### src/rtl/led_chaser_if.sv
// Control and display bundle between a pattern source/consumer and led_chaser.
// The master side drives mode/speed/pause; the chaser (slave) drives the LEDs and step strobe.
interface led_chaser_if #(
  parameter int WIDTH = 8
);
  logic [1:0]       mode;
  logic [1:0]       speed;
  logic             pause;
  logic [WIDTH-1:0] leds_n;
  logic             step;

  modport master (output mode, speed, pause, input leds_n, step);
  modport slave  (input mode, speed, pause, output leds_n, step);
endinterface

### src/rtl/led_chaser.sv
// Parametrised active-low LED pattern sequencer: bounce, rotate-left/right and bar-fill,
// with pause, run-time speed, an optional dimmed trail and a one-cycle step strobe.
module led_chaser #(
  parameter int WIDTH      = 8,
  parameter int BASE_DIV   = 4,
  parameter int PRESCALE_W = 24,
  parameter int TRAIL      = 1
) (
  input  logic         CLK,
  input  logic         RST_N,
  led_chaser_if.slave  bus
);

  typedef enum logic [1:0] {
    MODE_BOUNCE = 2'd0,
    MODE_ROL    = 2'd1,
    MODE_ROR    = 2'd2,
    MODE_BAR    = 2'd3
  } mode_e;

  logic [PRESCALE_W-1:0] cnt, cnt_nx, limit;
  logic [WIDTH-1:0]      pattern, pattern_nx;
  logic [WIDTH-1:0]      prev, prev_nx;
  logic [WIDTH-1:0]      lit;
  logic                  dir, dir_nx;
  logic                  tick;
  logic [1:0]            pwm;
  mode_e                 act_mode, act_mode_nx, mode_in;

  assign mode_in = mode_e'(bus.mode);

  // >= rather than == so that lowering speed mid-count ticks next cycle instead of wrapping
  always_comb begin
    limit  = (PRESCALE_W'(BASE_DIV) << bus.speed) - PRESCALE_W'(1);
    cnt_nx = cnt;
    tick   = 1'b0;
    if (!bus.pause) begin
      if (cnt >= limit) begin
        tick   = 1'b1;
        cnt_nx = '0;
      end else begin
        cnt_nx = cnt + PRESCALE_W'(1);
      end
    end
  end

  always_comb begin
    pattern_nx  = pattern;
    prev_nx     = prev;
    dir_nx      = dir;
    act_mode_nx = act_mode;
    if (tick) begin
      if (mode_in != act_mode) begin
        // a mode change only reloads; the first shift happens on the following tick
        act_mode_nx = mode_in;
        pattern_nx  = WIDTH'(1);
        dir_nx      = 1'b1;
        prev_nx     = '0;
      end else begin
        prev_nx = pattern;
        case (act_mode)
          MODE_BOUNCE: begin
            if (dir && pattern[WIDTH-1]) begin
              pattern_nx = pattern >> 1;
              dir_nx     = 1'b0;
            end else if (!dir && pattern[0]) begin
              pattern_nx = pattern << 1;
              dir_nx     = 1'b1;
            end else if (dir) begin
              pattern_nx = pattern << 1;
            end else begin
              pattern_nx = pattern >> 1;
            end
          end
          MODE_ROL: pattern_nx = {pattern[WIDTH-2:0], pattern[WIDTH-1]};
          MODE_ROR: pattern_nx = {pattern[0], pattern[WIDTH-1:1]};
          MODE_BAR: pattern_nx = (&pattern) ? WIDTH'(1) : {pattern[WIDTH-2:0], 1'b1};
          default:  pattern_nx = pattern;
        endcase
      end
    end
  end

  // Trail LED is lit only when pwm==0, giving 1/4 duty; bar-fill never shows it
  always_comb begin
    lit = pattern;
    if (TRAIL != 0 && act_mode != MODE_BAR && pwm == 2'd0)
      lit = pattern | (prev & ~pattern);
  end

  always_ff @(posedge CLK) begin
    if (!RST_N) begin
      cnt        <= '0;
      pattern    <= WIDTH'(1);
      prev       <= '0;
      dir        <= 1'b1;
      act_mode   <= MODE_BOUNCE;
      pwm        <= '0;
      bus.step   <= 1'b0;
      bus.leds_n <= ~WIDTH'(1);
    end else begin
      cnt        <= cnt_nx;
      pattern    <= pattern_nx;
      prev       <= prev_nx;
      dir        <= dir_nx;
      act_mode   <= act_mode_nx;
      pwm        <= pwm + 2'd1;
      bus.step   <= tick;
      bus.leds_n <= ~lit;
    end
  end

endmodule

### src/flat_wrapper.sv
// flat-port wrapper written by rule: the top's interface ports become plain ports
module led_chaser_flat 
#(
  parameter int WIDTH      = 8,
  parameter int BASE_DIV   = 4,
  parameter int PRESCALE_W = 24,
  parameter int TRAIL      = 1
)
  (CLK, RST_N, bus_mode, bus_speed, bus_pause, bus_leds_n, bus_step);
  led_chaser_if #(.WIDTH(WIDTH)) bus_i ();
  input  logic CLK;
  input  logic RST_N;
  input wire logic [$bits(bus_i.mode)-1:0] bus_mode;
  input wire logic [$bits(bus_i.speed)-1:0] bus_speed;
  input wire logic [$bits(bus_i.pause)-1:0] bus_pause;
  output wire logic [$bits(bus_i.leds_n)-1:0] bus_leds_n;
  output wire logic [$bits(bus_i.step)-1:0] bus_step;
  assign bus_i.mode = bus_mode;
  assign bus_i.speed = bus_speed;
  assign bus_i.pause = bus_pause;
  assign bus_leds_n = bus_i.leds_n;
  assign bus_step = bus_i.step;
  led_chaser #(.WIDTH(WIDTH), .BASE_DIV(BASE_DIV), .PRESCALE_W(PRESCALE_W), .TRAIL(TRAIL)) u_core (.CLK(CLK), .RST_N(RST_N), .bus(bus_i));
endmodule
### config.mk
export PLATFORM = sky130hd
export DESIGN_NAME = led_chaser_flat
export DESIGN_NICKNAME = d
export VERILOG_FILES = /design/src/rtl/led_chaser_if.sv /design/src/rtl/led_chaser.sv /design/src/flat_wrapper.sv
export SDC_FILE = /design/constraint.sdc
export NUM_CORES = 1
export LEC_CHECK = 0
export BUFFER_PORTS_ARGS = -buffer_cell sky130_fd_sc_hd__buf_2
export CAP_MARGIN = 10
export CELL_PAD_IN_SITES_DETAIL_PLACEMENT = 1
export CELL_PAD_IN_SITES_GLOBAL_PLACEMENT = 1
export CORE_MARGIN = 2
export CORE_UTILIZATION = 46
export CTS_CLUSTER_DIAMETER = 60
export CTS_CLUSTER_SIZE = 25
export DETAILED_ROUTE_END_ITERATION = 6
export GPL_ROUTABILITY_DRIVEN = 0
export MAX_ROUTING_LAYER = met4
export PLACE_DENSITY_LB_ADDON = 0.1
export REMOVE_ABC_BUFFERS = 1
export SYNTH_ARGS = -nofsm -noshare
export SYNTH_HDL_FRONTEND = slang
export SYNTH_SLANG_ARGS = --single-unit
export TNS_END_PERCENT = 5
### constraint.sdc
create_clock -name CLK -period 2.7 [get_ports CLK]
set_clock_uncertainty 0.15 [all_clocks]
set_input_delay 0.81 -clock CLK [delete_from_list [all_inputs] [get_ports CLK]]
set_output_delay 0.81 -clock CLK [all_outputs]
set_load 0.02 [all_outputs]
Word level (Yosys, flattened, before mapping):

Cells that the tools add are included.

* input bits: 7
* output and inout port bits: 9
* register bits after elaboration: 54
* word-level logic and storage cells: 48

* $lt $le $gt $ge: 1
* bitwise logic cells: 4
* add/sub/neg operators: 3
* muxes and demuxes: 15
* shifts and indexed selects: 1
* equal/unequal tests: 5
* reductions and logical operators: 11

Operators with widths (count)
* $mux 8: 7
* $pmux 8 s4: 1
* $add 24x1->24 const B: 1
* $ge 24x24->1: 1
* $mux 24: 1
* $shl 3x2->24 const A: 1
* $sub 24x2->24 const B: 1
* $not 8->8: 2
* $and 8x8->8: 1
* $or 8x8->8: 1
* $reduce_and 8->1: 1
* $mux 1: 6
* $eq 2x2->1 const B: 2
* $logic_not 2->1: 2
* $logic_and 1x1->1: 3
* $reduce_and 3->1: 1
* $reduce_bool 3->1: 1
* $add 2x1->2 const B: 1
* $eq 2x1->1 const B: 1
* $ne 2x2->1: 1
* $ne 2x2->1 const B: 1
* $reduce_and 2->1: 1
* $reduce_bool 2->1: 1
* $logic_not 1->1: 1

Longest topological paths before layout:

* depth after elaboration: 6
* mapped depth: 9
* mapped depth without buffers: 7

Least setup slack after synthesis:

No wires, ideal clock.

* kind: input -> register
* start point: in bus_speed[0]
* end point: reg u_core.pattern[6]
* data arrival time: 2.325 ns
* path slack: 0.108 ns
* stages on the path: 9
* library setup time: 0.117 ns
* buffers on the path: 2
* data required time: 2.433 ns
* cell sequence: nor2_1 > ha_1 > a21oi_1 > o21ai_2 > a211o_2 > and3_4 > buf_6 > buf_8 > a22o_1

* longest elaborated chain between the ends: 5

Ends and longest elaborated chain
* start: declaration: line flat_wrapper.sv:14 `input wire logic [$bits(bus_i.speed)-1:0] bus_speed;`
* $shl 3x2->24: line led_chaser.sv:34 `limit = (PRESCALE_W'(BASE_DIV) << bus.speed) - PRESCALE_W'(1);`
* $sub 24x2->24: line led_chaser.sv:34
* $ge 24x24->1: line led_chaser.sv:38 `if (cnt >= limit) begin`
* $mux 1: line led_chaser.sv:38
* $mux 1: line led_chaser.sv:37 `if (!bus.pause) begin`
* end signal: assignment: line led_chaser.sv:103 `pattern <= pattern_nx;`
* end: declaration: line led_chaser.sv:22 `logic [WIDTH-1:0] pattern, pattern_nx;`

No other way between the ends.
A chain may end at the register's enable or synchronous reset.

Worst setup path in the final report:

* start point: in bus_speed[0]
* end point: reg u_core.prev[6]

* longest elaborated chain between the ends: 5

Ends and longest elaborated chain
* $shl 3x2->24: line led_chaser.sv:34
* $sub 24x2->24: line led_chaser.sv:34
* $ge 24x24->1: line led_chaser.sv:38
* $mux 1: line led_chaser.sv:38
* $mux 1: line led_chaser.sv:37
* end signal: assignment: line led_chaser.sv:104 `prev <= prev_nx;`
* end: declaration: line led_chaser.sv:23 `logic [WIDTH-1:0] prev, prev_nx;`

No other way between the ends.

==> results summary <==
The mapped cell area came out at 2441 µm². The internal power is 1.106 mW. The analysis attributes to cell leakage a power of 1.037 nW. At the worst endpoint, the arrival time is 2360 ps.

The area added between synthesis and finish is 10.71%. By startpoint and endpoint, the worst setup path is classified as input pin to register. The source-to-sink clock delay at the later pin of the worst-skew pair came out at 310 ps. Data on the critical path is required at its endpoint by 2760 ps. The post-route setup TNS came out at 0 ps. The die width came out at 76.85 µm. The total of flip-flops plus latches after synthesis is 54.

The share of flip-flops with an asynchronous set or reset came out at 0. The TritonCTS clock tree is done. The final route contains 1967 vias. The routed wire length is 5598 µm. The final clock period utilization by the worst path came out at 0.8517.

The reg-to-reg endpoint is u_core.prev[6]. The count of warnings emitted by yosys is 0. The type of the most critical hold path is register to register.

The number of antenna violations at the first check in global routing is 0. The count of nets left with antenna violations once routing finished came out at 0. The number of remaining DRC errors is 0.

The flow ran to the end, and the final reports show no timing, DRC or antenna violations. The total of endpoints with negative setup slack in the final report came out at 0. The area of the multi-input gates is 1240 µm². Counting every sink on the clock net gives 54. Among all flip-flop cells after synthesis, the most frequent one is dfxtp_1.

The count of fill cells added during filler insertion is 615. The H-tree depth is 2. The total inserted antenna cells is 0. The beginning of the worst register-to-register path is u_core.cnt[5]. Leaving out fill and tap cells, the most frequent cell in the layout is dfxtp_1. For flop-to-flop paths, the worst setup slack is 540 ps. The largest fanout of any net on the critical path came out at 14. A synthesized cell averages 9.143 µm². The via count of the first global-routing pass was 1956. The number of cell instances on the worst register-to-register path came out at 6.

The switching power is 0.3224 mW. Once placement completed, the tool counted placed cells totaling 348. The tree is rooted in a clkbuf_8. The count of buffers inserted at the top-level ports came out at 15. The first routing iteration left 84 violations.

The register share of total power came out at 0.564. Synthesis instantiated 53 different standard cells from the library. The area of all sequential standard cells came out at 1081 µm².

Walking the worst path, the cells encountered are buf_2 -> nor2_1 -> ha_1 -> a21oi_1 -> o21ai_2 -> a211o_2 -> and3_4 -> a22o_1. The synthesized netlist cell count is 267. Counting I/O delays and the setup requirement, the final critical path takes 2300 ps. The site row count is 26.

The worst pin sits at a relative slew slack of 0.4899. The HPWL after detailed placement is 3959 µm. The post-detailed-route via-to-cell ratio came out at 5.525. For this design the top-level I/O count stands at 16. The worst hold path stage count is 1. The number of instances resized during post-cts repair is 0. The power density over the cells is 528.4 nW/µm².

The number of max-cap violations came out at 0. For this run, the total global-route usage over all layers was measured as 0.2088. The transition time at the pin with the least slew margin came out at 763.5 ps. The highest achievable clock rate came out at 0.4349 GHz.

The number of standard cells in the final layout excluding fillers is 356. In the final layout, the share of cells above drive strength 1 is 0.1503. The top cell types in the final layout, fill and taps aside, are 54 x dfxtp_1, 29 x nor2_1, 22 x nand2_1. The combinational share of power came out at 0.044. The pin count of the biggest net entering global routing came out at 22.

The number of buffers on the longest clock path is 2. The largest single stage delay on the critical path is 390 ps. The number of flops mapped to enable cells by yosys came out at 0.

For hold timing, the worst endpoint is u_core.pwm[0]. Setup repair after global routing left no endpoint under its margin. The startpoint identified for the worst hold timing path is u_core.pwm[0].

The type of destination of the critical path is a register. Of the synthesized area, sequential elements account for 0.4428. The setup fix buffers added after clock tree synthesis came out at 0. The final instance area came out at 2703 µm². The area of the core came out at 5107 µm².

For this run, the post-layout net count is 298. The die span in y came out at 76.85 µm. Before antenna repair, the detailed router went through 4 iterations. Among all stages on the critical path, the largest delay is contributed by a211o_2. The TritonCTS buffer count came out at 5. Of the total power, the share spent switching nets is 0.2258. The effective utilization at floorplan came out at 0.4780.

The number of hold violations in the final report came out at 0. Clock-pin slew was measured on the worst setup and hold paths at 100 ps. The number of buffers added to fix hold violations after cts came out at 0.

The max-slew violation count came out at 0. The first global-routing pass estimated 9666 µm of wire. Dividing the detail-routed wire length by the instance count gives 15.72 µm.

Counting both buffers and inverters, the worst setup path holds a total of 1. The launching element type of the critical path is an input pin. In this design, the largest share of critical-path delay is due to compound AO/OA/AOI/OAI gates. The overflow left after global routing came out at 0.

The clock group share of total power came out at 0.392. The placed instance area came out at 2586 µm². The die area came out at 5905 µm². The peak supply drop came out at 0.0002497 V. The overall power consumption came out at 1.428 mW.
==> kinds of logic (layout without fill, tap and decap cells) <==
kind of cell | after synthesis | in the layout | synth area share
AOI/OAI and AO/OA | 58 | 58 | 0.1763
xor gates and xnor gates | 19 | 19 | 0.06817
adders and majority gates | 6 | 6 | 0.03075
buffers and inverters | 22 | 41 | 0.04920
DFF | 54 | 54 | 0.4429
muxes | 2 | 2 | 0.008201
other | 1 | 1 | 0.001536
and+or+nand+nor | 105 | 105 | 0.2230
==> cells in the mapped netlist (all sizes together), types with 3 or more instances <==
cell type,count,area [µm²]
buf,5,46.28
xnor2,8,70.07
clkbuf,5,28.77
xor2,11,96.34
a21oi,16,91.34
nor3,6,30.03
and2,3,18.77
nand3,10,50.05
nand2,22,82.58
a22o,16,140.1
nand2b,4,25.02
nor4,5,43.79
ha,6,75.07
nor2,29,108.9
and3,5,37.54
inv,12,45.04
and4,3,27.53
dfxtp,54,1081
nand4,11,68.82
o21ai,7,38.78
==> layout make-up <==
cell class / count / share of cell area
clock buffer: 5 / 0.02546
clock inverter: 3 / 0.01759
sequential: 54 / 0.4000
inverter: 12 / 0.01667
tap: 70 / 0.03241
timing repair buffer: 21 / 0.04907
multi-input combinational: 191 / 0.4588
==> worst max path at each step <==
stage,startpoint,to,slack [ps],depth (start not counted)
floorplan,bus_speed[0],u_core.cnt[0],100,7
global placement,bus_speed[0],u_core.pattern[6],90,8
detailed placement,bus_speed[0],u_core.prev[6],70,8
CTS,bus_speed[0],u_core.prev[6],400,8
global route,bus_speed[0],u_core.pattern[1],270,9
finish,bus_speed[0],u_core.prev[6],400,8
==> registers in the layout, indices dropped and copies added (netlist names) <==
name and flops:
u_core.prev 8, u_core.bus.leds_n 8, u_core.pattern 8, u_core.dir 1
u_core.cnt 24, u_core.bus.step 1, u_core.act_mode 2, u_core.pwm 2
==> routing by layer <==
metal  track usage  part of all wire  vias up
met3       0.04235             0.028        7
met5             -                 0        -
met1        0.2814              0.50      943
li1              -                 -      988
met2        0.3237              0.46       29
met4       0.04909             0.010        0
==> power by group through the flow <==
| stage | sequential (mW) | clock (mW) | combinational, mW |
|---|---|---|---|
| after floorplan | 0.824 | 0 | 0.0317 |
| after global placement | 0.824 | 0 | 0.0623 |
| after detailed placement | 0.825 | 0 | 0.0642 |
| after CTS | 0.806 | 0.575 | 0.0646 |
| after global routing | 0.807 | 0.615 | 0.0714 |
| final | 0.806 | 0.559 | 0.0628 |
==> worst register-to-register path, stage by stage, from the launching register on <==
cell and delay (ps):
dfxtp_1 380, ha_1 240, nor4_1 190, nand4_1 230
a211o_2 420, and3_4 250, a22o_1 200
==> per-stage QoR <==
step           hold slack [ps]  worst slack (ps)  utilization
2_1_floorplan            242.5             99.94            -
3_3_place_gp             254.2             93.84       0.5064
3_5_place_dp             256.8             68.67       0.5064
4_1_cts                  271.5             403.3       0.5292
5_1_grt                  289.5             274.0       0.5292
6_report                 267.1             400.5       0.5292
Note: power is estimated with default switching activity, not from simulation.
